### config.mk
export PLATFORM = sky130hd
export DESIGN_NAME = rstmgr_pwr_rsp
export DESIGN_NICKNAME = d
export VERILOG_FILES = /design/src/rtl/pwrmgr_pkg.sv /design/src/rtl/rstmgr_pkg.sv /design/src/rtl/rstmgr_rst_stretch.sv /design/src/rtl/rstmgr_pwr_rsp.sv
export SDC_FILE = /design/constraint.sdc
export NUM_CORES = 1
export LEC_CHECK = 0
export CORE_ASPECT_RATIO = 1.25
export CORE_UTILIZATION = 50
export CTS_BUF_LIST = sky130_fd_sc_hd__clkbuf_2 sky130_fd_sc_hd__clkbuf_4 sky130_fd_sc_hd__clkbuf_8
export DETAILED_ROUTE_END_ITERATION = 10
export PLACE_DENSITY = 0.77
export SLEW_MARGIN = 20
export SYNTH_ARGS = -nofsm -noshare
export SYNTH_HDL_FRONTEND = slang
export SYNTH_SLANG_ARGS = --single-unit
### constraint.sdc
create_clock -name clk_i -period 2.29 [get_ports clk_i]
set_input_delay 0.458 -clock clk_i [delete_from_list [all_inputs] [get_ports clk_i]]
set_output_delay 0.458 -clock clk_i [all_outputs]
set_load 0.01 [all_outputs]
### src/rtl/pwrmgr_pkg.sv
// Types shared with pwrmgr for the pwr_rst request/response interface.
package pwrmgr_pkg;

    localparam int PowerDomains = 2;
    localparam int NumRstReqs   = 2;

    typedef enum logic [1:0] {
        ResetNone   = 2'd0,
        LowPwrEntry = 2'd1,
        HwReq       = 2'd2
    } reset_cause_e;

    typedef struct packed {
        logic [PowerDomains-1:0] rst_lc_req;
        logic [PowerDomains-1:0] rst_sys_req;
        reset_cause_e            reset_cause;
        logic [NumRstReqs-1:0]   rstreqs;
    } pwr_rst_req_t;

    typedef struct packed {
        logic [PowerDomains-1:0] rst_lc_src_n;
        logic [PowerDomains-1:0] rst_sys_src_n;
    } pwr_rst_rsp_t;

endpackage

### src/rtl/rstmgr_pkg.sv
// Reset-manager local types: tree FSM states and reset-info vector layout.
package rstmgr_pkg;

    typedef enum logic [1:0] {
        StAssert  = 2'd0,
        StStretch = 2'd1,
        StRelease = 2'd2
    } tree_st_e;

    localparam int InfoWidth     = pwrmgr_pkg::NumRstReqs + 2;
    localparam int InfoPorIdx    = 0;
    localparam int InfoLowPwrIdx = 1;
    localparam int InfoHwReqLsb  = 2;

    // Counter must be able to hold StretchCycles itself so it can saturate there.
    function automatic int cnt_width(input int stretch);
        return $clog2(stretch + 1);
    endfunction

endpackage

### src/rtl/rstmgr_rst_stretch.sv
// One reset tree: holds its active-low output asserted while requested and for
// StretchCycles afterwards, releasing only when release_en_i allows it.
module rstmgr_rst_stretch
    import rstmgr_pkg::*;
#(
    parameter int StretchCycles = 32
) (
    input  logic clk_i,
    input  logic rst_ni,
    input  logic req_i,
    input  logic release_en_i,
    output logic rst_no
);

    localparam int              CntW    = cnt_width(StretchCycles);
    localparam logic [CntW-1:0] CntLast = CntW'(StretchCycles - 1);
    localparam logic [CntW-1:0] CntMax  = CntW'(StretchCycles);

    tree_st_e        r_state;
    logic [CntW-1:0] r_cnt;
    logic            r_out;

    always_ff @(posedge clk_i or negedge rst_ni) begin
        if (!rst_ni) begin
            r_state <= StStretch;
            r_cnt   <= '0;
            r_out   <= 1'b0;
        end else begin
            case (r_state)
                StAssert: begin
                    r_out <= 1'b0;
                    if (!req_i) begin
                        r_state <= StStretch;
                        r_cnt   <= '0;
                    end
                end
                StStretch: begin
                    if (req_i) begin
                        r_state <= StAssert;
                        r_cnt   <= '0;
                    end else if (r_cnt >= CntLast && release_en_i) begin
                        // >= because a blocked release keeps counting up to saturation
                        r_state <= StRelease;
                        r_out   <= 1'b1;
                    end else if (r_cnt != CntMax) begin
                        r_cnt <= r_cnt + CntW'(1);
                    end
                end
                StRelease: begin
                    if (req_i) begin
                        r_state <= StAssert;
                        r_out   <= 1'b0;
                    end
                end
                default: begin
                    r_state <= StStretch;
                    r_cnt   <= '0;
                    r_out   <= 1'b0;
                end
            endcase
        end
    end

    assign rst_no = r_out;

endmodule

### src/rtl/rstmgr_pwr_rsp.sv
// Reset-manager responder for pwrmgr reset requests: per-domain lc/sys stretch
// trees, acks back to pwrmgr, and sticky reset-cause capture.
module rstmgr_pwr_rsp
    import pwrmgr_pkg::*;
    import rstmgr_pkg::*;
#(
    parameter int StretchCycles = 32
) (
    input  logic                    clk_i,
    input  logic                    rst_ni,
    input  pwr_rst_req_t            pwr_rst_i,
    output pwr_rst_rsp_t            pwr_rst_o,
    output logic [PowerDomains-1:0] rst_lc_no,
    output logic [PowerDomains-1:0] rst_sys_no,
    output logic [InfoWidth-1:0]    info_o,
    input  logic                    info_clr_i
);

    logic [PowerDomains-1:0] w_lc_out;
    logic [PowerDomains-1:0] w_sys_out;
    logic [PowerDomains-1:0] w_sys_req;

    genvar gi;
    generate
        for (gi = 0; gi < PowerDomains; gi++) begin : g_dom
            // An lc request pulls sys down in the same cycle; sys may only let go once lc has.
            assign w_sys_req[gi] = pwr_rst_i.rst_sys_req[gi] | pwr_rst_i.rst_lc_req[gi];

            rstmgr_rst_stretch #(
                .StretchCycles (StretchCycles)
            ) u_lc (
                .clk_i        (clk_i),
                .rst_ni       (rst_ni),
                .req_i        (pwr_rst_i.rst_lc_req[gi]),
                .release_en_i (1'b1),
                .rst_no       (w_lc_out[gi])
            );

            rstmgr_rst_stretch #(
                .StretchCycles (StretchCycles)
            ) u_sys (
                .clk_i        (clk_i),
                .rst_ni       (rst_ni),
                .req_i        (w_sys_req[gi]),
                .release_en_i (w_lc_out[gi]),
                .rst_no       (w_sys_out[gi])
            );
        end
    endgenerate

    assign rst_lc_no               = w_lc_out;
    assign rst_sys_no              = w_sys_out;
    assign pwr_rst_o.rst_lc_src_n  = w_lc_out;
    assign pwr_rst_o.rst_sys_src_n = w_sys_out;

    logic                 r_lc0_prev;
    logic [InfoWidth-1:0] r_info;
    logic                 w_lc0_rise;
    logic [InfoWidth-1:0] w_info_next;

    assign w_lc0_rise = pwr_rst_i.rst_lc_req[0] & ~r_lc0_prev;

    // Clear first, then OR in this cycle's capture so a coincident set survives.
    always_comb begin
        w_info_next = info_clr_i ? '0 : r_info;
        if (w_lc0_rise) begin
            if (pwr_rst_i.reset_cause == LowPwrEntry) begin
                w_info_next[InfoLowPwrIdx] = 1'b1;
            end
            if (pwr_rst_i.reset_cause == HwReq) begin
                w_info_next[InfoWidth-1:InfoHwReqLsb] =
                    w_info_next[InfoWidth-1:InfoHwReqLsb] | pwr_rst_i.rstreqs;
            end
        end
    end

    always_ff @(posedge clk_i or negedge rst_ni) begin
        if (!rst_ni) begin
            r_lc0_prev <= 1'b0;
            r_info     <= InfoWidth'(1 << InfoPorIdx);
        end else begin
            r_lc0_prev <= pwr_rst_i.rst_lc_req[0];
            r_info     <= w_info_next;
        end
    end

    assign info_o = r_info;

endmodule

# ---- After elaboration in Yosys (flattened, before gate mapping)
# Index checks and enable logic that the tools add are counted.
dict set report totals {
  ff_bits 41
  output_inout_bits 12
  word_cells 152
}
dict set report op_classes {
  n_addsub 4
  n_lt_le_gt_ge 4
  n_eq_ne 42
  n_mux 60
  bitwise 9
  reduce_logical 18
}
# cell n
set ops {}
lappend ops {{6-bit 2-to-1 mux} 16}
lappend ops {{6-bit case mux with 3 select lines} 4}
lappend ops {{2-bit 2-to-1 mux} 17}
lappend ops {{6-bit by 1-bit adder with 6-bit output, second input constant} 4}
lappend ops {{6-bit by 5-bit greater-or-equal comparator with 1-bit output, second input constant} 4}
lappend ops {{6-bit inequality test, second input constant} 4}
lappend ops {{2-bit case mux with 3 select lines} 4}
lappend ops {{3-bit AND reduction} 8}
lappend ops {{2-bit inequality test, second input constant} 10}
lappend ops {{3-bit by 2-bit inequality test with 1-bit output, second input constant} 6}
lappend ops {{4-bit AND reduction} 4}
lappend ops {{1-bit 2-to-1 mux} 13}
lappend ops {{2-bit by 1-bit inequality test with 1-bit output, second input constant} 6}
lappend ops {{3-bit by 1-bit inequality test with 1-bit output, second input constant} 4}
lappend ops {{2-bit by 1-bit == test with 1-bit output, second input constant} 5}
lappend ops {{2-bit == test, second input constant} 5}
lappend ops {{2-bit logical NOT} 4}
lappend ops {{1-bit case mux with 2 select lines} 4}
lappend ops {{3-bit inequality test, second input constant} 2}
lappend ops {{1-bit inverter} 5}
lappend ops {{4-bit 2-to-1 mux} 1}
lappend ops {{3-bit 2-to-1 mux} 1}
lappend ops {{1-bit logical AND} 2}
lappend ops {{1-bit OR} 2}
lappend ops {{2 further kinds} 2}

# ---- Longest topological paths before layout
dict set report depth {
  ltp_word 5
  depth_mapped 6
  mapped_depth_nobuf 6
}

# ---- Cells and area by module
# Synthesis repeated with hierarchy kept, for this count alone.
dict set report unflattened {
  hier_cells 258
  area_unflattened_um2 2632.5
}
# mod n_inst cells_per_inst area_each_um2 seq_area_each_um2
set modules_own_cells {}
lappend modules_own_cells {{rstmgr_rst_stretch at g_dom[0].u_lc ...} 3 58 600.6 226.5}
lappend modules_own_cells {{rstmgr_rst_stretch at g_dom[1].u_sys} 1 65 598.1 226.5}
lappend modules_own_cells {rstmgr_pwr_rsp 1 19 232.7 126.4}

# ---- Worst setup path after synthesis
# Ideal clock, no wire load.
dict set report synth_path {
  path_kind {register to register}
  startpoint {register g_dom[1].u_sys.r_state[0]}
  endpoint {register g_dom[1].u_sys.r_cnt[2]}
  setup_time_ps 83
  t_arrival_ps 1727
  path_slack_ps 480
  stages_incl_launch_ff 7
  synth_period_minus_slack_ps 1810
  path_cell_list {dfstp_2 > inv_1 > ha_1 > or4b_1 > nor3b_1 > a32oi_1 > o21ai_0}
}
dict set report synth_via {
  elab_chain_cells 3
  elab_cells_between_ends 9
  cone_classes {eq/ne: 5; mux: 1; bitwise: 1; reduce/logical: 2}
}
# item line_no
set synth_rtl {}
lappend synth_rtl {{start, declared} rstmgr_rst_stretch.sv:19} ;# tree_st_e r_state;
lappend synth_rtl {{start signal, assigned} rstmgr_rst_stretch.sv:25} ;# r_state <= StStretch;
lappend synth_rtl {{start signal, assigned} rstmgr_rst_stretch.sv:33} ;# r_state <= StStretch;
lappend synth_rtl {{start signal, assigned} rstmgr_rst_stretch.sv:39} ;# r_state <= StAssert;
lappend synth_rtl {{2-bit by 1-bit == test with 1-bit output (tied with other cells)} rstmgr_rst_stretch.sv:29} ;# case (r_state)
lappend synth_rtl {{3-bit by 2-bit inequality test with 1-bit output (no line) (tied with other cells)} --}
lappend synth_rtl {{4-bit AND reduction (no line)} --}
lappend synth_rtl {{end signal, assigned} rstmgr_rst_stretch.sv:46} ;# r_cnt <= r_cnt + CntW'(1);
lappend synth_rtl {{end, declared} rstmgr_rst_stretch.sv:20} ;# logic [CntW-1:0] r_cnt;
# Parallel ways exist; a longest one is shown, timed or not.
# A chain may end at the register's enable or synchronous reset.

# ---- Final worst setup path
# Same ends and word-level chain as after synthesis.

==> results.yml <==
placement:
  place_congestion: 0.777
  io_buffers: 22
  dp_cells: 349
  hpwl_mm: 3.70
timing:
  tightest_slew_ns: 0.555
  finalSetupViolCount: 0
  rsz0062_at_grt: "false"
  slew_viol_final: 0
  fin_crit_ns: 1.94
  timing.setup.tns_ns: 0
  clock-skew-final_ns: 0.00702
  maxSlewHeadroom: 0.625
  finalCritPeriodShare: 0.848
  hold_viol: 0
  holdWs_ns: 0.0742
  fmax_mhz: 515
worst_hold_path:
  hold_class: "input port to async pin"
drt:
  dr_wl_met3_um: 199
  first_pass_iters: 4
  drc: 0
  drt_wl_total_mm: 4.91
  dr_total_vias: 2108
  ant_nets: 0
  met2_wirelength_mm: 2.52
  drt_iter0_drc: 168
  drt-met1-wl_mm: 2.10
  wl_per_cell_um: 13.8
  top_layer_used: "met4"
  post_drt_via_cell_ratio: 5.90
floorplan:
  initial_core_util: 0.525
  coreArea_um2: 4800
  row_count: 28
  io_pins: 23
  dieArea_um2: 5330
  die_h_um: 81.4
  die_x_um: 65.5
clock_tree:
  cts-root-buf: "clkbuf_8"
  clockBufferDepth: 2
  path_clk_slew_ns: 0.07
  hold_buffers: 0
  htreeDepth: 2
  clock_sinks: 41
  post_cts_buffers: 0
  cts-resized-gates: 0
  cts_tree: "built"
  cts-buffers-inserted: 5
  clkLatencyLatePin_ns: 0.29
synthesis:
  avgSynthCellArea_um2: 9.26
  yosys_warnings: 0
  synthesis.instances: 272
  ys_seq_area_frac: 0.410
  ys_seq_elements: 41
  synth_fp_nets: 303
  synthArstFlopShare: 1.00
  netlist_area_um2: 2520
  synthDistinctLibCells: 52
  synth-edff-count: 0
  ys.flop_type: "dfrtp_1"
worst_setup_path:
  critPathMaxFanout: 6
  r2r_slack_ns: 0.35
  rr_endpoint: "g_dom[1].u_sys.r_cnt[2]"
  worstPathArrival_ns: 2.16
  cp.required_ns: 2.51
  reg2reg_from: "g_dom[1].u_sys.r_state[0]"
  path_class: "flip-flop to flip-flop"
  endpoint_kind: "flip-flop"
  startpoint_type: "flip-flop"
  reg2reg_depth: 6
final_layout:
  multiInputGateArea_um2: 1330
  seq_area_um2: 1030
  n_antenna_cell: 0
  layout.cells.non_filler: 357
  drive_gt1_frac: 0.0943
  finish.net_count: 327
  fill_cells: 397
  area.growth.synth_to_final_pct: 14.5
  fin_util: 0.601
power_and_ir_drop:
  p_leak_nw: 1.27
  peakVddDrop_mv: 0.470
  power_density_nw_per_um2: 719
  total_power_mw: 2.07
grt:
  overflow: 0
  grt_pass1_wl_mm: 8.56
  grt_max_degree: 18
  grt_pass1_vias: 1982
  grtUsageTotal: 0.208
  antenna_found_initial: 0
outcome:
  status: "finished, final reports clean"
run:
  drv_cap: 0
==> stage by stage <==
step                      setup WS, ns  instance area [um^2]
final                            0.347                  2880
after global placement           0.205                  2790
after CTS                        0.350                  2880
after floorplan                  0.480                  2520
after detailed placement         0.155                  2790
after global routing             0.225                  2880
==> power breakdown <==
group | switching, mW | internal [mW]
Combinational | 0.379 | 0.285
Sequential | 0.0699 | 0.830
Clock | 0.239 | 0.269
==> flip-flops by register name, indices dropped and copies added, names as in the netlist <==
name and cells:
info_o 4, g_dom.u_sys.rst_no 2, g_dom.u_lc.r_state 4, g_dom.u_lc.rst_no 2
r_lc0_prev 1, g_dom.u_lc.r_cnt 12, g_dom.u_sys.r_cnt 12, g_dom.u_sys.r_state 4
==> worst max path at each step <==
stage                               from                 endpoint  slack [ns]  depth (start not counted)
2_1_floorplan  g_dom[1].u_sys.r_state[0]  g_dom[1].u_sys.r_cnt[2]        0.48                          6
3_3_place_gp                pwr_rst_i[4]  g_dom[0].u_sys.r_cnt[0]        0.20                          5
3_5_place_dp                pwr_rst_i[4]  g_dom[0].u_sys.r_cnt[0]        0.16                          5
4_1_cts        g_dom[1].u_sys.r_state[0]  g_dom[1].u_sys.r_cnt[2]        0.35                          6
5_1_grt        g_dom[1].u_sys.r_state[0]  g_dom[1].u_sys.r_cnt[2]        0.23                          6
6_report       g_dom[1].u_sys.r_state[0]  g_dom[1].u_sys.r_cnt[2]        0.35                          6
==> routing by layer <==
metal | vias up | GRT usage
met4 | 0 | 0.0891
met3 | 9 | 0.0449
met2 | 50 | 0.367
met1 | 1014 | 0.240
li1 | 1035 | -
met5 | - | 0
==> synth_stat cells, drive strengths merged, types with 4 or more instances <==
cell,instances,area share
a21oi,15,0.030
mux2i,4,0.016
o21ai,20,0.040
nand2b,4,0.0099
inv,23,0.034
o211ai,4,0.012
nor2,10,0.015
a31oi,6,0.015
o31ai,4,0.012
o22ai,5,0.012
dfrtp,36,0.36
nor3b,6,0.020
nor3,4,0.0079
buf,8,0.024
dfstp,5,0.052
nor2b,5,0.012
clkbuf,4,0.0060
nand3,21,0.042
ha,20,0.099
nand2,24,0.036
==> worst max-delay path: stages, from the launching register on <==
cell,delay [ns]
dfstp_2,0.53
inv_1,0.06
ha_1,0.26
or4b_1,0.60
nor3b_1,0.22
a32oi_1,0.12
o21ai_0,0.07
==> kinds of logic (layout without fill, tap and decap cells) <==
logic type	after synthesis	count (layout)	synth area share
buffers and inverters	35	60	0.0641
muxes	5	5	0.0204
DFF	41	41	0.410
AOI/OAI and AO/OA	78	78	0.205
adders and majority gates	20	20	0.0994
and+or+nand+nor	93	93	0.202
==> layout by cell type (no fill, tap or decap), types with 6 or more instances in the layout <==
| cell type | n |
|---|---|
| buf_4 | 7 |
| a31oi_1 | 6 |
| nand3_1 | 21 |
| dfrtp_1 | 36 |
| clkbuf_8 | 6 |
| nor2_1 | 10 |
| inv_1 | 23 |
| nand2_1 | 24 |
| ha_1 | 20 |
| o21ai_0 | 20 |
| clkdlybuf4s50_1 | 21 |
| a21oi_1 | 15 |
==> area by class of cell <==
cell class                      instances  area share
Clock buffer                            8      0.0338
Inverter                               23      0.0299
Multi-Input combinational cell        196       0.459
Sequential cell                        41       0.358
Tap cell                               60      0.0260
Timing Repair Buffer                   29      0.0928
No activity file was read; power rests on OpenSTA's default activity.
